===== config.mk =====
export PLATFORM = sky130hd
export DESIGN_NAME = keypad_scan_ctrl
export DESIGN_NICKNAME = d
export VERILOG_FILES = /design/src/rtl/keypad_scan_ctrl.sv
export SDC_FILE = /design/constraint.sdc
export NUM_CORES = 1
export LEC_CHECK = 0
export BUFFER_PORTS_ARGS = -buffer_cell sky130_fd_sc_hd__buf_2
export CORE_MARGIN = 2
export CORE_UTILIZATION = 50
export CTS_BUF_LIST = sky130_fd_sc_hd__clkbuf_4 sky130_fd_sc_hd__clkbuf_8
export DETAILED_ROUTE_END_ITERATION = 16
export PLACE_DENSITY = 0.74
export SYNTH_ARGS = -nofsm -noshare
export SYNTH_HDL_FRONTEND = slang
export SYNTH_SLANG_ARGS = --single-unit

===== constraint.sdc =====
create_clock -name clk -period 3.6 [get_ports clk]
set_clock_uncertainty 0.15 [all_clocks]
set_input_delay 0.36 -clock clk [delete_from_list [all_inputs] [get_ports clk]]
set_output_delay 0.36 -clock clk [all_outputs]
set_load 0.1 [all_outputs]

===== src/rtl/keypad_scan_ctrl.sv =====
// keypad_scan_ctrl
// Matrix keypad scanner: drives one column low at a time, samples the
// synchronised active-low rows, debounces whole-frame snapshots and reports
// press / release events plus a held level. Multi-key frames are rejected.
//
// Optional build macro: KEYPAD_HEX_MAP_EN
//   defined   -> key_code carries the 4x4 PMOD hex legend (4x4 keypads only)
//   undefined -> key_code = r*COLS + c
module keypad_scan_ctrl #(
    parameter int ROWS            = 4,
    parameter int COLS            = 4,
    parameter int COL_CYC         = 100000,
    parameter int SETTLE_CYC      = 8,
    parameter int DEBOUNCE_FRAMES = 4,
    localparam int KW             = $clog2(ROWS*COLS)
) (
    input  logic            clk,
    input  logic            rst_n,
    input  logic [ROWS-1:0] row,
    output logic [COLS-1:0] col,
    output logic [KW-1:0]   key_code,
    output logic            key_valid,
    output logic            key_held,
    output logic            key_release,
    output logic            multi_key
);

    localparam int SW = $clog2(COL_CYC);
    localparam int CW = $clog2(COLS);
    localparam int DW = $clog2(DEBOUNCE_FRAMES + 1);

    localparam logic [SW-1:0] SLOT_PRE  = SW'(SETTLE_CYC - 1);
    localparam logic [SW-1:0] SLOT_LAST = SW'(COL_CYC - 1);
    localparam logic [CW-1:0] COL_LAST  = CW'(COLS - 1);
    localparam logic [DW-1:0] DEB_MAX   = DW'(DEBOUNCE_FRAMES);

    // Elaboration-time parameter sanity
    if (ROWS < 2 || ROWS > 8 || COLS < 2 || COLS > 8) begin : g_bad_dims
        $error("keypad_scan_ctrl: ROWS and COLS must be within 2..8");
    end
    if (SETTLE_CYC < 3 || COL_CYC <= SETTLE_CYC) begin : g_bad_timing
        $error("keypad_scan_ctrl: need SETTLE_CYC >= 3 and COL_CYC > SETTLE_CYC");
    end
    if (DEBOUNCE_FRAMES < 1) begin : g_bad_deb
        $error("keypad_scan_ctrl: DEBOUNCE_FRAMES must be >= 1");
    end
`ifdef KEYPAD_HEX_MAP_EN
    if (ROWS != 4 || COLS != 4) begin : g_bad_hex
        $error("keypad_scan_ctrl: hex legend mapping needs a 4x4 keypad");
    end
`endif

    // IDLE only exists between reset and the first scan slot, so col stays
    // all-ones while rst_n is low and column 0 starts on the first clk after.
    typedef enum logic [2:0] {
        S_IDLE,
        S_DRIVE,
        S_SAMPLE,
        S_HOLD,
        S_EVAL
    } state_t;

    state_t                     r_state;
    state_t                     w_next;
    logic [SW-1:0]              r_slot;
    logic [CW-1:0]              r_col_idx;
    logic [ROWS-1:0]            r_row_s1;
    logic [ROWS-1:0]            r_row_s2;
    logic [COLS-1:0][ROWS-1:0]  r_snap;      // 1 = key pressed
    logic                       r_cand_none;
    logic [KW-1:0]              r_cand_code;
    logic [DW-1:0]              r_deb_cnt;
    logic [KW-1:0]              r_code;
    logic                       r_valid;
    logic                       r_held;
    logic                       r_release;
    logic                       r_multi;

    logic                       w_slot_last;
    logic                       w_col_last;
    logic                       w_scan;
    logic                       w_sample;
    logic                       w_eval;
    logic [COLS-1:0]            w_col;
    logic                       w_seen;
    logic                       w_many;
    logic [KW-1:0]              w_idx;
    logic [KW-1:0]              w_fcode;
    logic                       w_fnone;
    logic                       w_same;
    logic [DW-1:0]              w_cnt_nxt;
    logic                       w_accept;

    assign w_slot_last = (r_slot == SLOT_LAST);
    assign w_col_last  = (r_col_idx == COL_LAST);

    // Two-flop synchroniser for the asynchronous rows (idle = all high)
    always_ff @(posedge clk or negedge rst_n) begin
        if (!rst_n) begin
            r_row_s1 <= '1;
            r_row_s2 <= '1;
        end else begin
            r_row_s1 <= row;
            r_row_s2 <= r_row_s1;
        end
    end

    // Scan FSM: state register
    always_ff @(posedge clk or negedge rst_n) begin
        if (!rst_n) r_state <= S_IDLE;
        else        r_state <= w_next;
    end

    // Scan FSM: next-state logic
    always_comb begin
        w_next = r_state;
        case (r_state)
            S_IDLE:   w_next = S_DRIVE;
            S_DRIVE:  if (r_slot == SLOT_PRE) w_next = S_SAMPLE;
            S_SAMPLE: begin
                if (w_slot_last) w_next = w_col_last ? S_EVAL : S_DRIVE;
                else             w_next = S_HOLD;
            end
            S_HOLD:   if (w_slot_last) w_next = w_col_last ? S_EVAL : S_DRIVE;
            S_EVAL:   w_next = S_DRIVE;
            default:  w_next = S_IDLE;
        endcase
    end

    // Scan FSM: outputs (column drive and datapath strobes)
    always_comb begin
        w_scan   = (r_state == S_DRIVE) || (r_state == S_SAMPLE) || (r_state == S_HOLD);
        w_sample = (r_state == S_SAMPLE);
        w_eval   = (r_state == S_EVAL);
        w_col    = '1;
        if (w_scan) w_col[r_col_idx] = 1'b0;
    end

    // Slot cycle counter and column index; both park at zero outside a slot
    always_ff @(posedge clk or negedge rst_n) begin
        if (!rst_n) begin
            r_slot    <= '0;
            r_col_idx <= '0;
        end else if (w_scan) begin
            if (w_slot_last) begin
                r_slot    <= '0;
                r_col_idx <= w_col_last ? '0 : r_col_idx + CW'(1);
            end else begin
                r_slot    <= r_slot + SW'(1);
            end
        end else begin
            r_slot    <= '0;
            r_col_idx <= '0;
        end
    end

    // Capture the settled rows of the driven column into the snapshot
    always_ff @(posedge clk or negedge rst_n) begin
        if (!rst_n)        r_snap            <= '0;
        else if (w_sample) r_snap[r_col_idx] <= ~r_row_s2;
    end

    // Snapshot classification: none / exactly one (with its index) / several
    always_comb begin
        w_seen = 1'b0;
        w_many = 1'b0;
        w_idx  = '0;
        for (int r = 0; r < ROWS; r++) begin
            for (int c = 0; c < COLS; c++) begin
                if (r_snap[c][r]) begin
                    if (w_seen) w_many = 1'b1;
                    w_seen = 1'b1;
                    w_idx  = KW'(r*COLS + c);
                end
            end
        end
    end

`ifdef KEYPAD_HEX_MAP_EN
    // PMOD legend, entry 15 first: r3 = 0 F E D, r2 = 7 8 9 C, ...
    localparam logic [15:0][3:0] HEX_LUT = {
        4'hD, 4'hE, 4'hF, 4'h0,
        4'hC, 4'h9, 4'h8, 4'h7,
        4'hB, 4'h6, 4'h5, 4'h4,
        4'hA, 4'h3, 4'h2, 4'h1
    };
    assign w_fcode = HEX_LUT[w_idx];
`else
    assign w_fcode = w_idx;
`endif

    // Debounce decision for a single-or-none frame; the candidate code is
    // ignored while the candidate is NONE
    always_comb begin
        w_fnone   = !w_seen;
        w_same    = (w_fnone == r_cand_none) && (w_fnone || (w_fcode == r_cand_code));
        w_cnt_nxt = DW'(1);
        if (w_same) w_cnt_nxt = (r_deb_cnt == DEB_MAX) ? DEB_MAX : r_deb_cnt + DW'(1);
        w_accept  = (w_cnt_nxt == DEB_MAX);
    end

    // Frame evaluation: candidate/counter update and registered key events
    always_ff @(posedge clk or negedge rst_n) begin
        if (!rst_n) begin
            r_cand_none <= 1'b1;
            r_cand_code <= '0;
            r_deb_cnt   <= '0;
            r_code      <= '0;
            r_valid     <= 1'b0;
            r_held      <= 1'b0;
            r_release   <= 1'b0;
            r_multi     <= 1'b0;
        end else begin
            r_valid   <= 1'b0;
            r_release <= 1'b0;
            if (w_eval) begin
                if (w_many) begin
                    // Ambiguous frame: restart debouncing, keep everything else
                    r_multi   <= 1'b1;
                    r_deb_cnt <= '0;
                end else begin
                    r_multi     <= 1'b0;
                    r_deb_cnt   <= w_cnt_nxt;
                    r_cand_none <= w_fnone;
                    r_cand_code <= w_fcode;
                    if (w_accept) begin
                        if (!w_fnone && (!r_held || (w_fcode != r_code))) begin
                            r_code  <= w_fcode;
                            r_valid <= 1'b1;
                            r_held  <= 1'b1;
                        end else if (w_fnone && r_held) begin
                            r_held    <= 1'b0;
                            r_release <= 1'b1;
                        end
                    end
                end
            end
        end
    end

    assign col         = w_col;
    assign key_code    = r_code;
    assign key_valid   = r_valid;
    assign key_held    = r_held;
    assign key_release = r_release;
    assign multi_key   = r_multi;

endmodule


==> results of run 1 <==
[power breakdown]
part           internal (W)  switching [W]  total [W]
combinational     0.0000174      0.0000303  0.0000477
sequential         0.000707     0.00000739   0.000715
clock              0.000393       0.000259   0.000652
total               0.00112       0.000297    0.00141
[through the flow]
stage,setup slack (ps),area (um2)
after floorplan,516.2,3179
after CTS,427.0,3617
final,410.7,3617
after detailed placement,457.4,3348
after global routing,177.9,3617
after global placement,511.0,3348
[worst register-to-register path: stages, from the launching register on]
cell	delay (ps)
dfrtp_1	450
nor4_1	750
o21ai_0	300
xor2_1	210
nor3_1	140
o211ai_1	280
a211oi_4	420
mux2_2	370
[flip-flops by register name, summed over array words and instances, names as in the netlist, 2 cells and up]
signal,cells
r_row_s2,4
r_col_idx,2
r_deb_cnt,3
r_slot,17
key_code,4
r_state,3
r_cand_code,4
r_snap,16
r_row_s1,4
[final cells by class]
cell class	instances	share of cell area
sequential	62	0.4320
multi-input combinational	249	0.4189
clock buffer	13	0.04946
timing repair buffer	26	0.04566
tap	77	0.02663
inverter	15	0.01626
clock inverter	3	0.01107
[layout by cell type (no fill, tap or decap), drive strengths merged, types with 7 or more instances in the layout]
cell type,n
dfrtp,53
nor2,47
nand2,36
a21oi,32
buf,21
inv,15
clkbuf,13
nor3,10
xor2,9
dfstp,9
nor4,9
nand3,7
o21ai,7
nand2b,7
xnor2,7
ha,7
[metal layers]
metal	global-route usage	vias up	part of all wire
li1	-	1242	-
met1	0.2568	1194	0.46
met2	0.3062	52	0.48
met3	0.04649	12	0.041
met4	0.06745	0	0.017
met5	0	-	0
[logic make-up after synthesis]
family | Yosys count
compound gates | 69
xor+xnor | 16
fa+ha+maj | 9
buf+inv | 26
flops | 62
mux | 9
simple gates | 146
[path summary, 6_finish.rpt]
kind,from,end,slack (ps),cells past startpoint
setup / recovery,r_snap[5]$_DFFE_PN0P_,key_code[2]$_DFFE_PN0P_,410,7
min in group asynchronous,rst_n,key_code[0]$_DFFE_PN0P_,390,2
setup reg to reg,r_snap[5]$_DFFE_PN0P_,key_code[2]$_DFFE_PN0P_,410,7
hold / removal,r_row_s1[2]$_DFF_PN1_,r_row_s2[2]$_DFF_PN1_,200,0
hold reg to reg,r_row_s1[2]$_DFF_PN1_,r_row_s2[2]$_DFF_PN1_,200,0
max in group asynchronous,rst_n,r_cand_none$_DFFE_PN1P_,2150,3
==> results.json, run 1 <==
{
  "cts-root-buf": "clkbuf_8",
  "cts_resized": 0,
  "post_cts_buffers": 0,
  "timing.hold.ws_ps": 199.7,
  "die-height_um": 83.74,
  "crit_path_end_kind": "register",
  "p_leak_nw": 1.632,
  "syn_inst": 337,
  "dp_hpwl_um": 4500,
  "drt-initial-drc-count": 220,
  "stdcell_count": 445,
  "cts_tree": "yes",
  "regArea_mm2": 0.001563,
  "drt_wl_total_um": 6224,
  "fp.coreArea_mm2": 0.006241,
  "muxShareOfSynthArea": 0.03030,
  "critPathKind": "reg2reg",
  "syn_nets": 350,
  "synth_area_mm2": 0.003179,
  "synth-simple-area-share": 0.2251,
  "ys_ff_latch": 62,
  "yosysWarnings": 0,
  "syn_area_per_cell_um2": 9.434,
  "n_antenna_cell": 0,
  "grt_max_degree": 25,
  "hp-class": "reg2reg",
  "grt_first_pass_wirelength_um": 10740,
  "vias_per_cell": 5.618,
  "ys.flop_type": "dfrtp_1",
  "route.detailed.drc": 0,
  "synth_compound_area_frac": 0.1433,
  "synthDistinctLibCells": 50,
  "start_util": 0.5094,
  "synth_fa_ha_area_frac": 0.03384,
  "power_density_mw_per_mm2": 391.0,
  "critPathRequiredTime_ps": 3670,
  "multi_input_area_mm2": 0.001515,
  "async_reset_ff_frac": 1.000,
  "critical_path_buf_inv_count": 0,
  "clock-sinks": 62,
  "port_buffers": 17,
  "numCtsBuffers": 9,
  "routedWlPerCell_um": 13.99,
  "drive_above_1_share": 0.1630,
  "fill_cells": 541,
  "fmax_mhz": 313.5,
  "worst_pin_slew_ps": 841.7,
  "cp_max_fo": 7,
  "grt_overflow": 0,
  "die_area_mm2": 0.007012,
  "rsz0062_at_grt": "false",
  "power_w": 0.001414,
  "nets": 376,
  "path_clk_slew_ps": 70,
  "max-vdd-ir-drop_uv": 358.3,
  "yosysTopAreaCell": "dfrtp_1",
  "dr.pass1.iters": 7,
  "synth.top_cell.area_share": 0.4172,
  "vias": 2500,
  "synth_xor_area_frac": 0.04408,
  "final_util": 0.5796,
  "clockBufferDepth": 2,
  "layout_min_cycle_time_ps": 3189,
  "dp.cells": 424,
  "path_cells": "nor4_1 -> o21ai_0 -> xor2_1 -> nor3_1 -> o211ai_1 -> a211oi_4 -> mux2_2",
  "synth_edf_count": 0,
  "cp_data_arrival_time_ps": 3260,
  "setup_viol": 0,
  "hold_viol_final": 0,
  "gp_congestion": 0.8596,
  "synth_common_cells": "dfrtp_1, nor2_1, nand2_1",
  "critical-path-top-delay-family": "compound AO/OA/AOI/OAI gates",
  "yosysMostFrequentCell": "dfrtp_1",
  "h-tree-depth": 3,
  "max_stage_delay_ps": 750,
  "rows": 29,
  "io_pins": 18,
  "ant_nets": 0,
  "status": "completed",
  "slowest_stage": "nor4_1",
  "finalSetupTns_ps": 0,
  "timing.final.crit_share": 0.8859,
  "maxCapViolations": 0,
  "grt_usage": 0.1919,
  "die_w_um": 83.74,
  "antenna_found_initial": 0,
  "clk_latency_ps": 340,
  "synth.area.top_cells": "dfrtp_1, dfstp_2, nor2_1",
  "slew_headroom": 0.4337,
  "ys_seq_area_frac": 0.4915,
  "cts-hold-fix-buffers": 5,
  "grt_pass1_vias": 2297,
  "startpoint_type": "register",
  "synth_top_family_by_area": "simple AND/OR/NAND/NOR gates",
  "areaGrowthSynthToFinish_pct": 13.77,
  "slew_viol_final": 0
}
Power figures use the tool's default switching activity.
==> run 2, diff against run 1 <==
Settings changed: ABC_AREA set to 1, CTS_CLUSTER_DIAMETER set to 80.
==> results.json, run 2 <==
{
  "status": "completed",
  "nets": 430,
  "grt_pass1_vias": 2538,
  "cts-root-buf": "clkbuf_8",
  "yosysTopAreaCell": "dfrtp_1",
  "clk_latency_ps": 340,
  "layout_min_cycle_time_ps": 2440,
  "setup_viol": 0,
  "grt_overflow": 0,
  "final_cell_mix": "nand2_1, inv_1, dfrtp_1",
  "antenna_found_initial": 0,
  "critPathKind": "reg2reg",
  "p_seq_frac": 0.496,
  "async_reset_ff_frac": 1.000,
  "synth.top_cell.area_share": 0.4205,
  "port_buffers": 17,
  "slew_viol_final": 0,
  "yosysMostFrequentCell": "nand2_1",
  "cts-hold-fix-buffers": 5,
  "yosysWarnings": 0,
  "critPathRequiredTime_ps": 3670,
  "fp.coreArea_mm2": 0.006026,
  "routedWlPerCell_um": 12.31,
  "synthDistinctLibCells": 37,
  "ys_ff_latch": 62,
  "cts_tree": "yes",
  "max-vdd-ir-drop_uv": 238.6,
  "power_density_mw_per_mm2": 397.8,
  "cp_max_fo": 3,
  "synth_edf_count": 0,
  "combPwrFrac": 0.031,
  "syn_inst": 382,
  "timing.final.crit_share": 0.6779,
  "vias": 2566,
  "finalSetupTns_ps": 0,
  "io_pins": 18,
  "post_cts_buffers": 0,
  "largest_reg_flops": 17,
  "drt_wl_total_um": 6120,
  "timing.hold.ws_ps": 208.5,
  "synth_common_cells": "nand2_1, inv_1, dfrtp_1",
  "drive_above_1_share": 0.1943,
  "start_util": 0.5235,
  "final_area_mm2": 0.003621,
  "pwr-share-clk": 0.473,
  "crit_path_end_kind": "register",
  "ys_seq_area_frac": 0.4954,
  "areaGrowthSynthToFinish_pct": 14.80,
  "grt_first_pass_wirelength_um": 10920,
  "dr.pass1.iters": 4,
  "n_antenna_cell": 0,
  "h-tree-depth": 3,
  "hold_viol_final": 0,
  "ys.flop_type": "dfrtp_1",
  "gp_congestion": 0.8051,
  "syn_area_per_cell_um2": 8.257,
  "route.detailed.drc": 0,
  "clockBufferDepth": 2,
  "final_common_cell": "nand2_1",
  "path_clk_slew_ps": 70,
  "fmax_mhz": 409.8,
  "die_area_mm2": 0.006960,
  "vias_per_cell": 5.163,
  "die-height_um": 83.43,
  "grt_max_degree": 28,
  "dpl_cell_area_mm2": 0.003348,
  "worst_pin_slew_ps": 586.7,
  "rsz0062_at_grt": "false",
  "ant_nets": 0,
  "die_w_um": 83.43,
  "dp_hpwl_um": 4534,
  "slew_headroom": 0.6059,
  "stdcell_count": 497,
  "cellInternalPower_w": 0.001145,
  "cts_resized": 0,
  "hp-class": "reg2reg",
  "largest-register": "r_slot",
  "numCtsBuffers": 9,
  "top_regs": "r_slot (17), r_snap (16)",
  "p_leak_nw": 1.770,
  "dp.cells": 476,
  "startpoint_type": "register",
  "synth.area.top_cells": "dfrtp_1, nand2_1, dfstp_2",
  "switchingPower_w": 0.0002956,
  "cp_data_arrival_time_ps": 2510,
  "clock-sinks": 62,
  "maxCapViolations": 0,
  "syn_nets": 395,
  "swShare": 0.2052,
  "rows": 28,
  "grt_usage": 0.1938,
  "synth_area_mm2": 0.003154,
  "reg2reg_slack_ps": 1160,
  "drt-initial-drc-count": 166
}
[run 2: path summary, 6_finish.rpt]
path,cells after the start,end,start
max in group asynchronous,3,r_row_s1[1]$_DFF_PN1_,rst_n
min,0,r_row_s2[1]$_DFF_PN1_,r_row_s1[1]$_DFF_PN1_
min reg2reg,0,r_row_s2[1]$_DFF_PN1_,r_row_s1[1]$_DFF_PN1_
min in group asynchronous,2,r_snap[4]$_DFFE_PN0P_,rst_n
max,18,r_slot[16]$_DFF_PN0_,r_slot[0]$_DFF_PN0_
max reg2reg,18,r_slot[16]$_DFF_PN0_,r_slot[0]$_DFF_PN0_
[run 2: area by class of cell]
class | instances | area [um2]
inverter | 66 | 247.7
clock inverter | 4 | 70.07
clock buffer | 12 | 152.6
timing repair buffer | 24 | 150.1
tap | 75 | 93.84
multi-input combinational | 254 | 1344
fill | 514 | 2405
sequential | 62 | 1563
[run 2: power groups by stage]
stage	logic, W	clock network [W]	registers (W)
after CTS	0.0000467	0.000691	0.000714
final	0.0000450	0.000681	0.000714
after floorplan	0.0000207	0	0.000724
after global placement	0.0000418	0	0.000726
after detailed placement	0.0000426	0	0.000726
after global routing	0.0000530	0.000727	0.000714
[run 2: logic make-up after synthesis]
group | synth area share
buffers and inverters | 0.07854
XOR/XNOR | 0.008332
AO/OA/AOI/OAI | 0.1250
adder cells (fa/ha/maj) | 0.02777
AND/OR/NAND/NOR | 0.2650
flip-flops | 0.4954
[run 2: stage by stage]
step | power (W) | setup slack (ps) | utilization
after floorplan | 0.0007447 | 1407 | -
after global placement | 0.0007676 | 1231 | 0.5556
after detailed placement | 0.0007689 | 1199 | 0.5556
after CTS | 0.001452 | 1166 | 0.6009
after global routing | 0.001494 | 801.2 | 0.6009
final | 0.001440 | 1160 | 0.6009
[run 2: per-layer routing]
| layer | track usage | share of wire | up-vias |
|---|---|---|---|
| met5 | 0 | 0 | - |
| met4 | 0.1041 | 0.032 | 0 |
| met3 | 0.03678 | 0.029 | 16 |
| met2 | 0.3152 | 0.46 | 46 |
| met1 | 0.2450 | 0.48 | 1206 |
| li1 | - | - | 1298 |
[run 2: worst max-delay path, cell delays in order (launching register included)]
cell	delay, ps
dfrtp_1	360
ha_1	170
nand2_1	70
nor2_1	90
inv_1	70
nor2_2	120
inv_2	70
nor2_2	150
inv_2	50
nor3_2	150
inv_2	60
nor2_1	130
inv_1	70
nor2_2	140
inv_2	50
nor2_2	130
nand2_1	80
nor3_1	140
nor3_1	70
